File: src/rtl/truth_tbl_pkg.sv
// truth_tbl_pkg: shared types and sizes for the truth-table preimage enumerator.
// Provides the FSM state enum, table/index/count widths and the default table.
package truth_tbl_pkg;
    localparam int TBL_N = 16;
    localparam int IDX_W = 4;
    localparam int CNT_W = 5;
    localparam logic [TBL_N-1:0] TRUTH_TBL_DEFAULT = 16'hA533;
    typedef enum logic [1:0] {IDLE, SEARCH, SEND, NONE} state_e;
endpackage

File: src/rtl/truth_tbl_preimage_enum_if.sv
// truth_tbl_preimage_enum_if: request/response handshake bundle.
// master drives req_val/req_target/resp_rdy; slave drives req_rdy and all resp_* outputs.
interface truth_tbl_preimage_enum_if;
    import truth_tbl_pkg::*;
    logic             req_val;
    logic             req_rdy;
    logic             req_target;
    logic             resp_val;
    logic             resp_rdy;
    logic [IDX_W-1:0] resp_abcd;
    logic             resp_last;
    logic             resp_none;
    logic [CNT_W-1:0] resp_count;
    modport master (
        output req_val, req_target, resp_rdy,
        input  req_rdy, resp_val, resp_abcd, resp_last, resp_none, resp_count
    );
    modport slave (
        input  req_val, req_target, resp_rdy,
        output req_rdy, resp_val, resp_abcd, resp_last, resp_none, resp_count
    );
endinterface

File: src/rtl/truth_tbl_popcount16.sv
// truth_tbl_popcount16: combinational 16-bit population count.
// i_v: vector to count; o_cnt: number of set bits, 0..16.
module truth_tbl_popcount16
    import truth_tbl_pkg::*;
(
    input  logic [TBL_N-1:0] i_v,
    output logic [CNT_W-1:0] o_cnt
);
    always_comb begin
        o_cnt = '0;
        for (int i = 0; i < TBL_N; i++)
            o_cnt = o_cnt + {{(CNT_W-1){1'b0}}, i_v[i]};
    end
endmodule

File: src/rtl/truth_tbl_preimage_enum.sv
// truth_tbl_preimage_enum: streams every {a,b,c,d} whose table entry equals the requested f.
// clk/rst_n: clock and async active-low reset; bus: request (req_*) and response (resp_*) handshake.
module truth_tbl_preimage_enum
    import truth_tbl_pkg::*;
#(
    parameter logic [TBL_N-1:0] TRUTH_TBL = TRUTH_TBL_DEFAULT
)(
    input logic                       clk,
    input logic                       rst_n,
    truth_tbl_preimage_enum_if.slave  bus
);
    state_e           r_state;
    logic [IDX_W-1:0] r_idx;
    logic [TBL_N-1:0] r_mask;
    logic [CNT_W-1:0] r_cnt;
    logic [TBL_N-1:0] w_mask;
    logic [CNT_W-1:0] w_cnt;
    logic             w_accept;
    logic             w_hit;
    logic             w_above;
    assign w_mask   = bus.req_target ? TRUTH_TBL : ~TRUTH_TBL;
    assign w_accept = bus.req_val && r_state == IDLE;
    assign w_hit    = r_mask[r_idx];
    // A 5-bit shift amount lets idx=15 shift everything out instead of wrapping to 0.
    assign w_above  = |(r_mask >> ({1'b0, r_idx} + 5'd1));
    truth_tbl_popcount16 u_pop (
        .i_v   (w_mask),
        .o_cnt (w_cnt)
    );
    always_ff @(posedge clk or negedge rst_n) begin
        if (!rst_n) begin
            r_state <= IDLE;
            r_idx   <= '0;
            r_mask  <= '0;
            r_cnt   <= '0;
        end else begin
            case (r_state)
                IDLE: if (w_accept) begin
                    r_mask  <= w_mask;
                    r_cnt   <= w_cnt;
                    r_idx   <= '0;
                    r_state <= |w_mask ? SEARCH : NONE;
                end
                SEARCH: if (w_hit) r_state <= SEND;
                        else r_idx <= r_idx + IDX_W'(1);
                SEND: if (bus.resp_rdy) begin
                    if (w_above) begin
                        r_idx   <= r_idx + IDX_W'(1);
                        r_state <= SEARCH;
                    end else r_state <= IDLE;
                end
                NONE: if (bus.resp_rdy) r_state <= IDLE;
                default: r_state <= IDLE;
            endcase
        end
    end
    assign bus.req_rdy    = r_state == IDLE;
    assign bus.resp_val   = r_state == SEND || r_state == NONE;
    assign bus.resp_abcd  = r_state == SEND ? r_idx : '0;
    assign bus.resp_count = r_state == SEND ? r_cnt : '0;
    assign bus.resp_none  = r_state == NONE;
    assign bus.resp_last  = r_state == NONE || (r_state == SEND && !w_above);
endmodule

File: src/flat_wrapper.sv
// flat-port wrapper written by rule: the top's interface ports become plain ports
module truth_tbl_preimage_enum_flat import truth_tbl_pkg::*;
#(
    parameter logic [TBL_N-1:0] TRUTH_TBL = TRUTH_TBL_DEFAULT
)
  (clk, rst_n, bus_req_val, bus_req_target, bus_resp_rdy, bus_req_rdy, bus_resp_val, bus_resp_abcd, bus_resp_last, bus_resp_none, bus_resp_count);
  truth_tbl_preimage_enum_if bus_i ();
  input logic clk;
  input logic rst_n;
  input wire logic [$bits(bus_i.req_val)-1:0] bus_req_val;
  input wire logic [$bits(bus_i.req_target)-1:0] bus_req_target;
  input wire logic [$bits(bus_i.resp_rdy)-1:0] bus_resp_rdy;
  output wire logic [$bits(bus_i.req_rdy)-1:0] bus_req_rdy;
  output wire logic [$bits(bus_i.resp_val)-1:0] bus_resp_val;
  output wire logic [$bits(bus_i.resp_abcd)-1:0] bus_resp_abcd;
  output wire logic [$bits(bus_i.resp_last)-1:0] bus_resp_last;
  output wire logic [$bits(bus_i.resp_none)-1:0] bus_resp_none;
  output wire logic [$bits(bus_i.resp_count)-1:0] bus_resp_count;
  assign bus_i.req_val = bus_req_val;
  assign bus_i.req_target = bus_req_target;
  assign bus_i.resp_rdy = bus_resp_rdy;
  assign bus_req_rdy = bus_i.req_rdy;
  assign bus_resp_val = bus_i.resp_val;
  assign bus_resp_abcd = bus_i.resp_abcd;
  assign bus_resp_last = bus_i.resp_last;
  assign bus_resp_none = bus_i.resp_none;
  assign bus_resp_count = bus_i.resp_count;
  truth_tbl_preimage_enum #(.TRUTH_TBL(TRUTH_TBL)) u_core (.clk(clk), .rst_n(rst_n), .bus(bus_i));
endmodule
File: config.mk
export PLATFORM = sky130hd
export DESIGN_NAME = truth_tbl_preimage_enum_flat
export DESIGN_NICKNAME = d
export VERILOG_FILES = /design/src/rtl/truth_tbl_pkg.sv /design/src/rtl/truth_tbl_preimage_enum_if.sv /design/src/rtl/truth_tbl_popcount16.sv /design/src/rtl/truth_tbl_preimage_enum.sv /design/src/flat_wrapper.sv
export SDC_FILE = /design/constraint.sdc
export NUM_CORES = 1
export LEC_CHECK = 0
export CAP_MARGIN = 20
export CORE_MARGIN = 2
export CORE_UTILIZATION = 59
export DETAILED_ROUTE_END_ITERATION = 7
export GPL_TIMING_DRIVEN = 0
export PLACE_DENSITY = 0.82
export REMOVE_ABC_BUFFERS = 1
export SLEW_MARGIN = 20
export SYNTH_ARGS = -nofsm -noshare
export SYNTH_HDL_FRONTEND = slang
export SYNTH_HIERARCHICAL = 1
export SYNTH_SLANG_ARGS = --single-unit
File: constraint.sdc
create_clock -name clk -period 2.8 [get_ports clk]
set_input_delay 0.56 -clock clk [delete_from_list [all_inputs] [get_ports clk]]
set_output_delay 0.56 -clock clk [all_outputs]
set_load 0.01 [all_outputs]
======== Yosys cells after proc, flatten, opt, wreduce, memory -nomap -nowiden ========
Index checks and enable logic that the tools add are counted.
W data, S select, Z words.
storage, ports and cells
  register bits ........................... 27
  input bits .............................. 5
  output and inout port bits .............. 13
  logic and storage cells ................. 61
operators by class
  $add $sub $neg .......................... 17
  $lt $le $gt $ge ......................... 1
  equal/unequal tests ..................... 9
  shift operators ......................... 1
  muxes and demuxes ....................... 17
  reduce and logical (&&, ||, !) cells .... 12
operators by type and width
  operator               count
  $add A5 B1 Y5          11
  $reduce_or A16 Y1      2
  $mux W4                5
  $mux W16               1
  $shr A16 B5 Y16        1
  $pmux W4 S3            1
  $mux W2                5
  $pmux W2 S4            1
  $ne A2 B1 Y1 const B   3
  $ne A2 B2 Y1 const B   3
  $add A4 B1 Y5          1
  $add A4 B1 Y5 const B  1
  $lt A4 B5 Y1 const B   1
  $mux W5                1
  $reduce_and A5 Y1      1
  $add A3 B1 Y4          1
  $add A4 B1 Y4 const B  1
  $bmux W1 S4            1
  $eq A2 B2 Y1 const B   2
  $reduce_and A4 Y1      1
  $add A2 B1 Y3          1
  $reduce_bool A3 Y1     1
  $add A1 B1 Y2          1
  $eq A2 B1 Y1 const B   1
  6 further kinds        9

======== Depth between registers and ports, before layout ========
  depth in word-level cells ............... 16
  mapped depth ............................ 14

======== Hierarchy ========
Netlist, hierarchy kept.
modules (own cells, without submodules)
  module                   times used  cells an instance  area each (µm²)  seq. area each (µm²)
  truth_tbl_preimage_enum  1           93                 912.1            325.3
  truth_tbl_popcount16     1           47                 407.9            0.0

======== Worst setup path before layout ========
Ideal clock, no wire load.
  kind .................................... input to register
  from .................................... input port bus_req_target
  to ...................................... register u_core.r_cnt[2]
  setup time .............................. 0.125 ns
  data arrival time ....................... 3.675 ns
  required time ........................... 2.675 ns
  setup slack ............................. -1.000 ns
  cell stages on the path ................. 12
  path through ............................ inv_1 > inv_1 > fa_1 > fa_1 > fa_1 > fa_1 > inv_1 > ha_1 > inv_1 > fa_1 > xnor2_1 > mux2_2
between the ends
  longest elaborated chain between the ends .. 16
ends and longest elaborated chain
  what                         line                           RTL
  start: declaration           flat_wrapper.sv:11             input wire logic [$bits(bus_i.req_target)-1:0] bus_req_target;
  $mux W16 *                   truth_tbl_preimage_enum.sv:21  assign w_mask = bus.req_target ? TRUTH_TBL : ~TRUTH_TBL;
  $add A1 B1 Y2                truth_tbl_popcount16.sv:12     o_cnt = o_cnt + {{(CNT_W-1){1'b0}}, i_v[i]};
  $add A2 B1 Y3                truth_tbl_popcount16.sv:12
  $add A3 B1 Y4                truth_tbl_popcount16.sv:12
  $add A4 B1 Y5                truth_tbl_popcount16.sv:12
  $add A5 B1 Y5 (10 in a row)  truth_tbl_popcount16.sv:12
  $add A5 B1 Y5 *              truth_tbl_popcount16.sv:12
  named net u_core.w_cnt[2]    truth_tbl_preimage_enum.sv:17  logic [CNT_W-1:0] w_cnt;
  end signal: assignment       truth_tbl_preimage_enum.sv:40  r_cnt <= w_cnt;
  end: declaration             truth_tbl_preimage_enum.sv:15  logic [CNT_W-1:0] r_cnt;
Mark *: on every way through the listed nets, which the timed path passes. The rest lies on a longest branch.
A chain may end at the register's enable or synchronous reset.

======== Final worst setup path ========
  from .................................... input port bus_req_target
  to ...................................... register u_core.r_cnt[1]
The elaborated chain is that of the path after synthesis.

==> results.toml <==
[clock_tree]
numCtsBuffers = 3
clkSinkCount = 13
insertion_delay_ns = 0.28
cts_root_buf = "clkbuf_4"
ctsHoldBuffers = 0
h-tree-depth = 1
clockBufferDepth = 2
clk_pin_slew_worst_paths_ns = 0.09
tritoncts = "done"

[timing]
max_slew_margin = 0.588
worst_pin_slew_ns = 0.616
maxSlewViolCount = 0
min_period_ns = 3.63
skew_ns = 0.00273
tns_ns = -3.44
post-route-period-util = 1.30
finalHoldViolations = 0
rsz0062_at_grt = "yes"
setup_slack_ns = -0.829
clock.fmax_ghz = 0.276
whs_ns = 0.509
setup_viol = 5

[cells_and_area]
final_core_util = 0.766
syn2layout_area_growth_pct = 26.0
layout.cells.non_filler = 192
fin_nets = 190
n_antenna_cell = 0
fin_area_um2 = 1660
drive_above_1_share = 0.280

[grt]
grt_first_pass_wirelength_um = 4750
grt_pass1_vias = 1062
globalRouteOverflowTotal = 0
antenna_found_initial = 0
grt_usage = 0.244
grt_max_degree = 16

[die]
core-area_um2 = 2170
pin_count = 18
die_w_um = 51.3
initial_core_util = 0.608
die_h_um = 51.3
std_cell_rows = 17
die-area_um2 = 2630

[run_status]
violations = "negative setup slack"
status = "finished, violations left"

[critical_path]
cp-start-kind = "input pin"
path_buf_inv = 5
max_stage_delay_ns = 0.59
crit_type = "input pin to flip-flop"
setup.worst_path.end_class = "flip-flop"
r2r_cells = 6
path_cells = "buf_12 -> inv_1 -> fa_1 -> fa_2 -> fa_1 -> fa_1 -> inv_2 -> ha_4 -> inv_2 -> fa_2 -> inv_1 -> mux2_2"
cp.arrival_ns = 3.80
slowest_stage = "fa_1"
worst-r2r-setup-slack_ns = 0.87
crit_top_cell = "fa_1"
cp.required_ns = 2.97
crit_fanout = 7
r2r-start = "u_core/r_state[0]"
crit_family = "adder cells"
reg2reg_to = "u_core/r_idx[0]"

[drt]
drt_wl_total_um = 2690
drt-initial-drc-count = 17
drt_first_pass_iters = 4
avgRoutedWirePerCell_um = 14.0
via_per_inst = 5.34
drc = 0
ant_nets = 0
vias = 1026

[hold_path]
whs_endpoint = "u_core/r_cnt[2]"
min-delay-start = "u_core/r_cnt[2]"
min_path_type = "flip-flop to flip-flop"
holdPathStages = 1

[yosys]
syn_avg_cell_area_um2 = 9.43
ys_warn_count = 6
yosysUniqueCellTypes = 39
netlist_top_cells_area = "dfrtp_1 25%, fa_1 15%, ha_1 9.5%, inv_1 9.4%, mux2_2 6.0%"
netlist_instances = 140
async_reset_ff_frac = 1.00
synth_largest_area_cell = "dfrtp_1"
synthTopCellsByCount = "33 x inv_1, 13 x dfrtp_1, 10 x fa_1, 10 x ha_1, 8 x and2_1"
netlist_area_um2 = 1320
yosysMostFrequentCell = "inv_1"
synth_top_area_share = 0.246
synth_ff_type = "dfrtp_1"
synth_seq_area_share = 0.246
synth_edf_count = 0
ys_ff_latch = 13

[placed_design]
place_area_um2 = 1510
port_buffers = 17
hpwlAfterDp_um = 1880
place_congestion = 0.877
placedCellCount = 181

[power_and_ir_drop]
ir_worst_vdd_mv = 0.728
powerDensity_nw_per_um2 = 963
power_leakage_nw = 0.802

[run]
max-cap-violations = 0
[registers in the layout (all words and copies together), names as in the netlist]
name,count
u_core/r_cnt,5
u_core/r_idx,4
u_core/r_mask,2
u_core/r_state,2
[metrics by stage]
stage,setup WS (ns),total power (W)
detailed placement,-1.85,0.00138
global route,-0.881,0.00174
CTS,-0.844,0.00157
finish,-0.829,0.00160
global placement,-1.76,0.00134
floorplan,-1.00,0.00111
[worst register-to-register path, stage by stage (launching register included)]
cell	delay, ns
dfrtp_1	0.40
inv_1	0.12
ha_4	0.23
and4_2	0.21
a211oi_4	0.32
o211a_4	0.24
mux2_4	0.30
[cells by family after synthesis]
family          Yosys count  synth area share
simple gates             36             0.154
mux                      12             0.101
fa+ha+maj                20             0.246
compound gates           19             0.125
flops                    13             0.246
buf+inv                  37             0.107
xor+xnor                  3            0.0199
[cell type report]
| cell class | instances | area [um^2] |
|---|---|---|
| clock buffer | 3 | 22.5 |
| timing repair buffer | 24 | 236 |
| multi-input combinational | 90 | 900 |
| inverter | 33 | 139 |
| tap | 28 | 35.0 |
| fill | 158 | 507 |
| sequential | 13 | 325 |
| clock inverter | 1 | 5.00 |
[what timing repair did]
action	CTS	global route
gates resized for setup	22	12
setup endpoints to repair	6	6
buffers inserted	7	0
pin swaps	11	9
[per-layer routing]
| metal | track usage | wire (um) | vias to the layer above |
|---|---|---|---|
| met5 | 0 | 0 | - |
| met4 | 0.110 | 24 | 0 |
| met3 | 0.0205 | 88 | 4 |
| met2 | 0.442 | 1420 | 27 |
| met1 | 0.294 | 1150 | 500 |
| li1 | - | - | 495 |
[report_power, final]
group	total (W)	switching, W	internal, W
sequential	0.000393	0.000117	0.000276
combinational	0.00109	0.000515	0.000573
clock	0.000121	0.0000682	0.0000529
total	0.00160	0.000700	0.000902
[cell usage in the layout (no fill, tap or decap), types with 6 or more instances in the layout]
cell type | Yosys | routed
buf_4 | 0 | 6
clkdlybuf4s50_1 | 0 | 16
mux2_2 | 7 | 6
ha_1 | 10 | 8
dfrtp_1 | 13 | 13
inv_1 | 33 | 23
and2_1 | 8 | 8
nand2_1 | 7 | 7
inv_2 | 0 | 8
fa_1 | 10 | 8
[how the worst max path moves through the flow]
| stage | start | endpoint | slack (ns) | cells past startpoint |
|---|---|---|---|---|
| detailed placement | bus_req_target | u_core/r_cnt[3] | -1.85 | 13 |
| finish | bus_req_target | u_core/r_cnt[1] | -0.83 | 12 |
| global placement | bus_req_target | u_core/r_cnt[2] | -1.76 | 13 |
| floorplan | bus_req_target | u_core/r_cnt[2] | -1.0 | 12 |
| CTS | bus_req_target | u_core/r_cnt[1] | -0.84 | 13 |
| global route | bus_req_target | u_core/r_cnt[1] | -0.88 | 12 |
(Power assumes the default switching activity.)
